## src/rtl/traffic_light_ctrl_param_pkg.sv

```systemverilog
// Shared encodings for the parametrised intersection controller: lamp codes,
// controller states and movement-permission bit positions.
package traffic_pkg;

   localparam logic [1:0] LAMP_RED    = 2'b00;
   localparam logic [1:0] LAMP_GREEN  = 2'b01;
   localparam logic [1:0] LAMP_YELLOW = 2'b10;

   typedef enum logic [1:0] {
      ST_ALL_RED = 2'd0,
      ST_WALK    = 2'd1,
      ST_GREEN   = 2'd2,
      ST_YELLOW  = 2'd3
   } state_e;

   localparam int MOVE_LEFT  = 0;
   localparam int MOVE_RIGHT = 1;
   localparam int MOVE_OPP   = 2;

   localparam logic [2:0] MOVE_ALL = 3'((1 << MOVE_LEFT) | (1 << MOVE_RIGHT) | (1 << MOVE_OPP));

endpackage

```

## src/rtl/traffic_light_ctrl_param_phase_timer.sv

```systemverilog
// Phase down-counter: load has priority, hold freezes the count, and done
// flags the last cycle of the current phase (count == 0).
module phase_timer #(
   parameter int CNT_W = 8
) (
   input  logic             clk,
   input  logic             load_i,
   input  logic [CNT_W-1:0] load_val_i,
   input  logic             hold_i,
   output logic             done_o
);

   logic [CNT_W-1:0] cnt_q, cnt_d;

   always_comb begin
      cnt_d = cnt_q;
      if (load_i) begin
         cnt_d = load_val_i;
      end else if (!hold_i && cnt_q != '0) begin
         cnt_d = cnt_q - 1'b1;
      end
   end

   always_ff @(posedge clk) begin
      cnt_q <= cnt_d;
   end

   assign done_o = (cnt_q == '0);

endmodule

```

## src/rtl/traffic_light_ctrl_param.sv

```systemverilog
// N-approach round-robin signal controller with all-red clearance and latched
// pedestrian walk. Define EMERG_PREEMPT_EN to enable emergency pre-emption.
module traffic_light_ctrl_param
   import traffic_pkg::*;
#(
   parameter int N_DIR      = 4,
   parameter int GREEN_CYC  = 8,
   parameter int YELLOW_CYC = 2,
   parameter int ALLRED_CYC = 1,
   parameter int WALK_CYC   = 4,
   parameter int CNT_W      = 8
) (
   input  logic               clk,
   input  logic               rst,
   input  logic [N_DIR-1:0]   ped_req,
   input  logic               emerg,
   input  logic [2:0]         emerg_dir,
   output logic [2*N_DIR-1:0] lamp,
   output logic [3*N_DIR-1:0] move_en,
   output logic [N_DIR-1:0]   ped_walk,
   output logic [2:0]         active_dir
);

   localparam logic [CNT_W-1:0] GREEN_LD  = CNT_W'(GREEN_CYC - 1);
   localparam logic [CNT_W-1:0] YELLOW_LD = CNT_W'(YELLOW_CYC - 1);
   localparam logic [CNT_W-1:0] ALLRED_LD = CNT_W'(ALLRED_CYC - 1);
   localparam logic [CNT_W-1:0] WALK_LD   = CNT_W'(WALK_CYC - 1);
   localparam logic [2:0]       DIR_LAST  = 3'(N_DIR - 1);

   state_e             state_q, state_d;
   logic [2:0]         dir_q, dir_d;
   logic [N_DIR-1:0]   pend_q, pend_d;
   logic [N_DIR-1:0]   walk_bits_q, walk_bits_d;
   logic               walk_done_q, walk_done_d;
   logic [2*N_DIR-1:0] lamp_q, lamp_d;
   logic [3*N_DIR-1:0] move_q, move_d;
   logic [N_DIR-1:0]   ped_walk_q, ped_walk_d;

   logic               tmr_load, tmr_hold, tmr_done;
   logic [CNT_W-1:0]   tmr_val;
   logic               skip_walk;

`ifdef EMERG_PREEMPT_EN
   logic       emerg_v;
   logic       pre_q, pre_d;
   logic [2:0] pre_dir_q, pre_dir_d;

   assign emerg_v   = emerg && (int'(emerg_dir) < N_DIR);
   assign skip_walk = pre_q || emerg_v;
`else
   logic unused_emerg;
   assign unused_emerg = ^{emerg, emerg_dir};
   assign skip_walk    = 1'b0;
`endif

   phase_timer #(.CNT_W(CNT_W)) u_timer (
      .clk        (clk),
      .load_i     (tmr_load),
      .load_val_i (tmr_val),
      .hold_i     (tmr_hold),
      .done_o     (tmr_done)
   );

   always_comb begin
      state_d     = state_q;
      dir_d       = dir_q;
      pend_d      = pend_q | ped_req;
      walk_bits_d = walk_bits_q;
      walk_done_d = walk_done_q;
      tmr_load    = 1'b0;
      tmr_val     = ALLRED_LD;
      tmr_hold    = 1'b0;
`ifdef EMERG_PREEMPT_EN
      pre_d       = pre_q;
      pre_dir_d   = pre_dir_q;
`endif
      case (state_q)
         ST_ALL_RED: begin
            if (tmr_done) begin
               tmr_load = 1'b1;
               if (pend_q != '0 && !walk_done_q && !skip_walk) begin
                  state_d     = ST_WALK;
                  tmr_val     = WALK_LD;
                  walk_bits_d = pend_q;
                  // served bits clear, but a request in this same cycle is kept
                  pend_d      = ped_req;
               end else begin
                  state_d     = ST_GREEN;
                  tmr_val     = GREEN_LD;
                  walk_done_d = 1'b0;
`ifdef EMERG_PREEMPT_EN
                  pre_d = 1'b0;
                  if (emerg_v) dir_d = emerg_dir;
`endif
               end
            end
         end
         ST_WALK: begin
`ifdef EMERG_PREEMPT_EN
            if (emerg_v) begin
               state_d     = ST_ALL_RED;
               tmr_load    = 1'b1;
               tmr_val     = ALLRED_LD;
               walk_done_d = 1'b1;
               dir_d       = emerg_dir;
               pre_d       = 1'b1;
            end else
`endif
            if (tmr_done) begin
               state_d     = ST_ALL_RED;
               tmr_load    = 1'b1;
               tmr_val     = ALLRED_LD;
               walk_done_d = 1'b1;
            end
         end
         ST_GREEN: begin
`ifdef EMERG_PREEMPT_EN
            if (emerg_v && dir_q == emerg_dir) begin
               tmr_hold = 1'b1;
            end else if (emerg_v) begin
               state_d   = ST_YELLOW;
               tmr_load  = 1'b1;
               tmr_val   = YELLOW_LD;
               pre_d     = 1'b1;
               pre_dir_d = emerg_dir;
            end else
`endif
            if (tmr_done) begin
               state_d  = ST_YELLOW;
               tmr_load = 1'b1;
               tmr_val  = YELLOW_LD;
            end
         end
         ST_YELLOW: begin
            if (tmr_done) begin
               state_d  = ST_ALL_RED;
               tmr_load = 1'b1;
               tmr_val  = ALLRED_LD;
               dir_d    = (dir_q == DIR_LAST) ? 3'd0 : dir_q + 3'd1;
`ifdef EMERG_PREEMPT_EN
               if (pre_q) dir_d = pre_dir_q;
`endif
            end
         end
         default: state_d = ST_ALL_RED;
      endcase
      // reset reloads the all-red clearance so the first green is ALLRED_CYC away
      if (!rst) begin
         tmr_load = 1'b1;
         tmr_val  = ALLRED_LD;
      end
   end

   // Output decode from next state so lamps change in the same cycle as the state register.
   genvar gi;
   generate
      for (gi = 0; gi < N_DIR; gi++) begin : g_dec
         logic sel;
         assign sel = (dir_d == 3'(gi));
         assign lamp_d[2*gi +: 2] = !sel                  ? LAMP_RED    :
                                    (state_d == ST_GREEN)  ? LAMP_GREEN  :
                                    (state_d == ST_YELLOW) ? LAMP_YELLOW : LAMP_RED;
         assign move_d[3*gi +: 3] = (sel && state_d == ST_GREEN) ? MOVE_ALL : 3'b000;
      end
   endgenerate

   assign ped_walk_d = (state_d == ST_WALK) ? walk_bits_d : '0;

   always_ff @(posedge clk) begin
      if (!rst) begin
         state_q     <= ST_ALL_RED;
         dir_q       <= 3'd0;
         pend_q      <= '0;
         walk_bits_q <= '0;
         walk_done_q <= 1'b0;
         lamp_q      <= '0;
         move_q      <= '0;
         ped_walk_q  <= '0;
      end else begin
         state_q     <= state_d;
         dir_q       <= dir_d;
         pend_q      <= pend_d;
         walk_bits_q <= walk_bits_d;
         walk_done_q <= walk_done_d;
         lamp_q      <= lamp_d;
         move_q      <= move_d;
         ped_walk_q  <= ped_walk_d;
      end
   end

`ifdef EMERG_PREEMPT_EN
   always_ff @(posedge clk) begin
      if (!rst) begin
         pre_q     <= 1'b0;
         pre_dir_q <= 3'd0;
      end else begin
         pre_q     <= pre_d;
         pre_dir_q <= pre_dir_d;
      end
   end
`endif

   assign lamp       = lamp_q;
   assign move_en    = move_q;
   assign ped_walk   = ped_walk_q;
   assign active_dir = dir_q;

endmodule
```

## config.mk

```make
export PLATFORM = sky130hd
export DESIGN_NAME = traffic_light_ctrl_param
export DESIGN_NICKNAME = d
export VERILOG_FILES = /design/src/rtl/traffic_light_ctrl_param_pkg.sv /design/src/rtl/traffic_light_ctrl_param_phase_timer.sv /design/src/rtl/traffic_light_ctrl_param.sv
export SDC_FILE = /design/constraint.sdc
export NUM_CORES = 1
export LEC_CHECK = 0
export BUFFER_PORTS_ARGS = -buffer_cell sky130_fd_sc_hd__buf_2
export CAP_MARGIN = 20
export CORE_MARGIN = 8
export CORE_UTILIZATION = 56
export CTS_CLUSTER_SIZE = 12
export DETAILED_ROUTE_END_ITERATION = 8
export HOLD_SLACK_MARGIN = 0.15
export PLACE_DENSITY = 0.82
export SLEW_MARGIN = 20
export SYNTH_ARGS = -nofsm -noshare
export SYNTH_HDL_FRONTEND = slang
export SYNTH_SLANG_ARGS = --single-unit
```

## constraint.sdc

```tcl
create_clock -name clk -period 4.1 [get_ports clk]
set_input_delay 0.82 -clock clk [delete_from_list [all_inputs] [get_ports clk]]
set_output_delay 0.82 -clock clk [all_outputs]
set_load 0.005 [all_outputs]
```

==> out/summary.txt, run 1 <==
status: complete, no violations
min-delay worst type: flip-flop to flip-flop
Chip Height: 69.6 um
RSZ-0062 raised after global routing: no
final cell count without fillers: 230
final antenna-violating net count: 0
Slew HR: 0.603
Fin. Hold Viols: 0
placed cell areas: 1770 um^2
Layout Area Growth over Synthesis: 13.2%
Gates resized, CTS repair: 0
clock skew: 0.00874 ns
gpl congestion: 0.965
Fmax: 475 MHz
total gr overflow: 0
crit share post-route: 0.513
Starting Density: 0.589
crit-path max FO: 9
Place WS: 2.02 ns
htree depth: 2
total core area: 2730 um^2
slowest stage delay, CP: 0.44 ns
Critical Path, Cell by Cell: inv_1 > ha_1 > nor3b_2 > nand3_1 > o21ai_0 > a211oi_1
Inst Count DP: 223
first-pass GRT wire length: 5400 um
final worst slack: 2.00 ns
Worst-Margin Slew: 0.579 ns
Hold Path Origin: active_dir[2]
Mapped Avg Cell Area: 9.87 um^2
WP buf/inv: 1
Layout Utilization: 0.666
cts hold-fix bufs: 0
multi-input logic area: 682 um^2
vias per inst: 5.60
final setup vio count: 0
Netlist cell types: 36
min Tclk post-route: 2.10 ns
Final Slew Violations: 0
critical path's top delay family: simple AND/OR/NAND/NOR gates
Mapped Area: 1610 um^2
nets: 212
CTS Root Cell: clkbuf_4
post-DR wirelength/cell: 14.3 um
TNS Setup: 0 ns
CP startpoint: u_timer.cnt_q[1]
r2r startpoint: u_timer.cnt_q[1]
vias in the first global route: 1,222
Leak: 0.798 nW
Total GRT Usage: 0.133
post-CTS setup buffers: 0
layout cells sized above 1: 0.246
final wirelength: 3280 um
HPWL after detailed placement: 2470 um
slowest cell on the critical path: edfxtp_1
drc violations: 0
VDD IR max: 0.297 mV
TritonRoute pass-1 iters: 6
IO buf count: 32
Crit Path Class: flip-flop to flip-flop
initial antenna violation count: 0
Max-Cap Viols: 0
Worst setup EP type: flip-flop
largest net degree at the start of global routing: 17
Ports: 37
Crit path required time: 4.30 ns
Arr. time, crit path: 2.30 ns
Post-Synthesis Cells: 163
Clock Latency Late Sink: 0.33 ns
register area share after synthesis: 0.523
Final Instance Area: 1820 um^2
Clock Path Buffers: 2
yosys warns: 0
Row Count: 19
Startpoint Class: flip-flop
drt initial violations: 72
Filler cells: 208
register area: 841 um^2
CTS tree: yes
antenna cells: 0
flops & latches, synth: 38
vias: 1,289
total clock sinks: 38
Clock Pin Slew Worst Setup and Hold Paths: 0.11 ns
Die Span X: 69.6 um
PwrDens: 354 nW/um^2
Die ar.: 4840 um^2
CTS Buf Count: 5
## logic make-up (layout without fill, tap and decap cells)
family                   Yosys count  count (layout)  synth area share
buffers and inverters             22              51            0.0700
adder cells (fa/ha/maj)            3               3            0.0233
multiplexers                       5               5            0.0327
AND/OR/NAND/NOR                   50              50             0.180
other                              1               8           0.00233
XOR/XNOR                           4               4            0.0218
flip-flops                        38              38             0.523
AO/OA/AOI/OAI                     40              40             0.148
## path summary, 6_finish.rpt
kind	cells after the start	end	slack, ns
worst min register to register	2	active_dir[2]	0.50
worst min-delay path	2	active_dir[2]	0.50
worst max register to register	6	ped_walk[1]	2.00
worst max-delay path	6	ped_walk[1]	2.00
## worst min-delay path: stages, from the launching register on
cell and delay, ns:
dfxtp_1 0.35, nand2_1 0.07, a41oi_1 0.04
## Yosys cell counts (all sizes together)
cell type / n / share of area
o2111ai: 2 / 0.011
a2111o: 1 / 0.0070
nand2: 7 / 0.016
xor2: 2 / 0.011
o21a: 1 / 0.0047
o31ai: 1 / 0.0047
inv: 12 / 0.028
nor4: 3 / 0.021
o31a: 1 / 0.0054
nand4: 5 / 0.023
ha: 3 / 0.023
a41oi: 1 / 0.0054
xnor2: 2 / 0.011
mux2: 2 / 0.014
nor3b: 1 / 0.0078
clkbuf: 2 / 0.0047
conb: 1 / 0.0023
nor3: 13 / 0.044
a211oi: 4 / 0.019
or4: 2 / 0.012
or2: 1 / 0.0039
nand3: 2 / 0.0062
dfxtp: 30 / 0.37
or3b: 1 / 0.0054
o21ai: 11 / 0.034
mux2i: 3 / 0.019
a21oi: 17 / 0.053
nor2: 15 / 0.040
buf: 8 / 0.037
edfxtp: 8 / 0.15
a31oi: 1 / 0.0039
## layout by cell type, fill, tap and decap left out
| cell type | instances |
|---|---|
| buf_2 | 32 |
| dfxtp_1 | 30 |
| a21oi_1 | 17 |
| nor2_1 | 14 |
| inv_1 | 12 |
| nor3_1 | 12 |
| o21ai_0 | 11 |
| edfxtp_1 | 8 |
| conb_1 | 8 |
| nand2_1 | 7 |
| clkbuf_4 | 5 |
| nand4_1 | 4 |
| a211oi_1 | 4 |
| mux2i_1 | 3 |
| ha_1 | 3 |
| xor2_1 | 2 |
| nor4_1 | 2 |
| nand3_1 | 2 |
| xnor2_1 | 2 |
| mux2_2 | 2 |
| o2111ai_1 | 2 |
| nor4_4 | 1 |
| nor3b_2 | 1 |
| or4_4 | 1 |
| or3b_2 | 1 |
| nor2_4 | 1 |
| or2_2 | 1 |
| o21a_1 | 1 |
| or4_2 | 1 |
| o31ai_1 | 1 |
| nand4_2 | 1 |
| a2111o_1 | 1 |
| nor3_2 | 1 |
| a41oi_1 | 1 |
| o31a_1 | 1 |
| a31oi_1 | 1 |
| clkbuf_1 | 1 |
| clkbuf_8 | 1 |
## report_power, final
group	internal, mW	switching (mW)	total (mW)
registers	0.393	0.0121	0.405
logic	0.0189	0.0283	0.0472
clock network	0.0810	0.112	0.193
## state kept, by name, indices dropped and copies added, names as in the netlist
register	count
ped_walk	4
walk_done_q	1
lamp	8
u_timer.cnt_q	8
active_dir	3
walk_bits_q	4
pend_q	4
state_q	2
move_en	4
## through the flow
step	hold WS, ns	total power, mW
global route	0.532	0.667
floorplan	0.463	0.447
CTS	0.494	0.646
finish	0.499	0.646
global placement	0.472	0.458
detailed placement	0.479	0.460
## layer usage
layer  routed length [um]  GRT usage  vias to the layer above
met5                    0          0                        -
met4                   42     0.0410                        0
met3                  254     0.0529                        5
met2                 1630      0.241                       44
met1                 1350      0.135                      590
li1                     -          -                      650
## layout make-up
cell class / count / share of cell area
multi-input cells: 110 / 0.374
repair buffers: 32 / 0.0879
clock buffers: 7 / 0.0302
flip-flops and latches: 38 / 0.462
well taps: 31 / 0.0213
inverters: 12 / 0.0247
(Power assumes the default switching activity.)
==> inputs of run 2 (changes only) <==
--- a/config.mk
+++ b/config.mk
@@ -8,11 +8,11 @@
 export BUFFER_PORTS_ARGS = -buffer_cell sky130_fd_sc_hd__buf_2
 export CAP_MARGIN = 20
 export CORE_MARGIN = 8
-export CORE_UTILIZATION = 56
+export CORE_UTILIZATION = 47
 export CTS_CLUSTER_SIZE = 12
 export DETAILED_ROUTE_END_ITERATION = 8
 export HOLD_SLACK_MARGIN = 0.15
-export PLACE_DENSITY = 0.82
+export PLACE_DENSITY = 0.74
 export SLEW_MARGIN = 20
 export SYNTH_ARGS = -nofsm -noshare
 export SYNTH_HDL_FRONTEND = slang
==> constraint.sdc (replaced) <==
create_clock -name clk -period 1.82 [get_ports clk]
set_input_delay 0.364 -clock clk [delete_from_list [all_inputs] [get_ports clk]]
set_output_delay 0.364 -clock clk [all_outputs]
set_load 0.005 [all_outputs]
==> run 2 against run 1 <==
Effect of this change: the flow now finishes with violations (negative setup slack); wire length up 52%; clock power rose to 3.6 times the previous value; combinational power rose to 5.3 times the previous value; critical path type unchanged; critical endpoint is now lamp[2].
==> out/summary.txt, run 2 (synthesis gave the netlist of run 1 again) <==
Clock Latency Late Sink: 0.37 ns (+0.04 ns)
total core area: 3310 um^2 (+21%)
HPWL after detailed placement: 2740 um (+11%)
Ports: 37 (unchanged)
htree depth: 2 (unchanged)
total clock sinks: 38 (unchanged)
Die ar.: 5550 um^2 (+15%)
clock skew: 0.0180 ns (+0.00924 ns)
Max-Cap Viols: 0 (unchanged)
Power Internal: 1.38 mW (+180%)
min Tclk post-route: 2.13 ns (+0.0234 ns)
status: finished with violations
post-DR wirelength/cell: 18.0 um (+26%)
Row Count: 21 (+2)
WHS: 0.214 ns (-0.285 ns)
initial antenna violation count: 0 (unchanged)
Arr. time, crit path: 2.42 ns (+0.12 ns)
Starting Density: 0.486 (-0.103)
Chip Height: 74.5 um (+7.0%)
nets: 244 (+15%)
vias in the first global route: 1,502 (+23%)
final worst slack: -0.308 ns (-2.30 ns)
Leak: 1.03 nW (+30%)
drc violations: 0 (unchanged)
IO buf count: 32 (unchanged)
drt initial violations: 140 (+94%)
Startpoint Class: flip-flop
antenna cells: 0 (unchanged)
commonest cells after routing, fill and taps aside: buf_2 (32), dfxtp_1 (30), buf_4 (22), a21oi_1 (12), inv_1 (11)
total gr overflow: 0 (unchanged)
CTS Buf Count: 5 (unchanged)
final setup vio count: 30 (+30)
slowest cell on the critical path: a2111o_1
TritonRoute pass-1 iters: 4 (-2)
CTS tree: yes
CTS Root Cell: clkbuf_4
vias per inst: 5.48 (-2.2%)
first-pass GRT wire length: 6950 um (+29%)
placed cell areas: 1900 um^2 (+7.8%)
Final Slew Violations: 0 (unchanged)
Layout Utilization: 0.746 (+0.0800)
Fin. Hold Viols: 0 (unchanged)
PwrDens: 750 nW/um^2 (+110%)
slowest stage delay, CP: 0.53 ns (+0.09 ns)
final wirelength: 4990 um (+52%)
VDD IR max: 0.557 mV (+87%)
failing checks: negative setup slack
vias: 1,524 (+18%)
gpl congestion: 0.896 (-7.2%)
Die Span X: 74.5 um (+7.0%)
Layout Area Growth over Synthesis: 53.6%
crit share post-route: 1.17 (+0.656)
Filler cells: 215 (+3.4%)
Worst setup EP type: flip-flop
Place WS: -0.108 ns (-2.13 ns)
Flop pwr share: 0.492 (-0.135)
commonest non-fill, non-tap cell in the layout: buf_2
part of the power in combinational logic: 0.136 (+0.063)
Clock Power Share: 0.372 (+0.072)
Total GRT Usage: 0.162 (+0.0297)
Sw Ratio: 0.255 (+0.0179)
crit-path max FO: 8 (-1)
Fmax: 470 MHz (-1.1%)
critical path's top delay family: compound AO/OA/AOI/OAI gates
Clock Path Buffers: 2 (unchanged)
Crit path required time: 2.12 ns (-2.18 ns)
Crit Path Class: flip-flop to flip-flop
Clock Pin Slew Worst Setup and Hold Paths: 0.13 ns (+0.02 ns)
Final Instance Area: 2470 um^2 (+36%)
Critical Path, Cell by Cell: buf_6 > inv_4 > ha_4 > nor3b_4 > o2111ai_2 > a2111o_1 > buf_12 > nor3_2
final antenna-violating net count: 0 (unchanged)
switching pwr: 0.471 mW (+210%)
WP buf/inv: 3 (+2)
min-delay worst type: primary input to flip-flop
layout cells sized above 1: 0.526 (+0.280)
largest net degree at the start of global routing: 16 (-1)
RSZ-0062 raised after global routing: yes
## run 2: changes by cell type in the layout (fill, tap and decap cells not counted), sizes merged
cell / before / now
clkinv: 0 / 1
clkbuf: 7 / 6
bufinv: 0 / 1
buf: 32 / 64
## run 2: final timing paths
check                        start              to  slack, ns  depth (start not counted)
setup reg to reg  u_timer.cnt_q[1]         lamp[2]      -0.31                          8
setup / recovery  u_timer.cnt_q[1]         lamp[2]      -0.31                          8
hold / removal          ped_req[0]       pend_q[0]       0.21                          3
hold reg to reg     walk_bits_q[3]  walk_bits_q[3]       0.48                          2
## run 2: area by class of cell
type	instances	area (um^2)	share of cell area
sequential	38	841	0.340
clock buffer	6	62.6	0.0253
inverter	12	47.5	0.0192
clock inverter	2	38.8	0.0157
timing repair buffer	64	447	0.181
multi-input combinational	110	977	0.395
tap	46	57.6	0.0233
## run 2: timing repair
| item | 4_1_cts | 5_1_grt |
|---|---|---|
| gates resized for setup | 37 | 39 |
| cloned | 0 | 0 |
| buffers inserted | 10 | 8 |
| pin swaps | 15 | 27 |
| setup endpoints to repair | 28 | 35 |
| hold buffers | 0 | 0 |
## run 2: power groups by stage
stage | combinational [mW] | sequential, mW | clock, mW
2_1_floorplan | 0.0829 | 0.926 | 0
3_3_place_gp | 0.130 | 0.928 | 0
3_5_place_dp | 0.134 | 0.930 | 0
4_1_cts | 0.189 | 0.908 | 0.684
5_1_grt | 0.267 | 0.913 | 0.720
6_report | 0.251 | 0.911 | 0.690
## run 2: per-layer routing
metal,global-route usage,wire [um],vias to the layer above
met5,0,0,-
met1,0.177,1910,748
met2,0.288,2630,55
met4,0.0565,99,0
met3,0.0512,350,11
li1,-,-,710
## run 2: worst reg2reg max path, delay by kind of cell (launching register included)
family                   cells  cell delay, ns
buffers and inverters        3            0.38
adder cells (fa/ha/maj)      1            0.14
flip-flops                   1            0.44
AND/OR/NAND/NOR              2            0.36
AO/OA/AOI/OAI                2            0.72
## run 2: metrics by stage
stage / instances / power [mW] / setup TNS (ns)
after floorplan: 170 / 1.01 / 0
after global placement: 253 / 1.06 / -0.273
after detailed placement: 253 / 1.06 / -1.70
after CTS: 271 / 1.78 / -0.371
after global routing: 278 / 1.90 / -5.58
final: 278 / 1.85 / -4.02
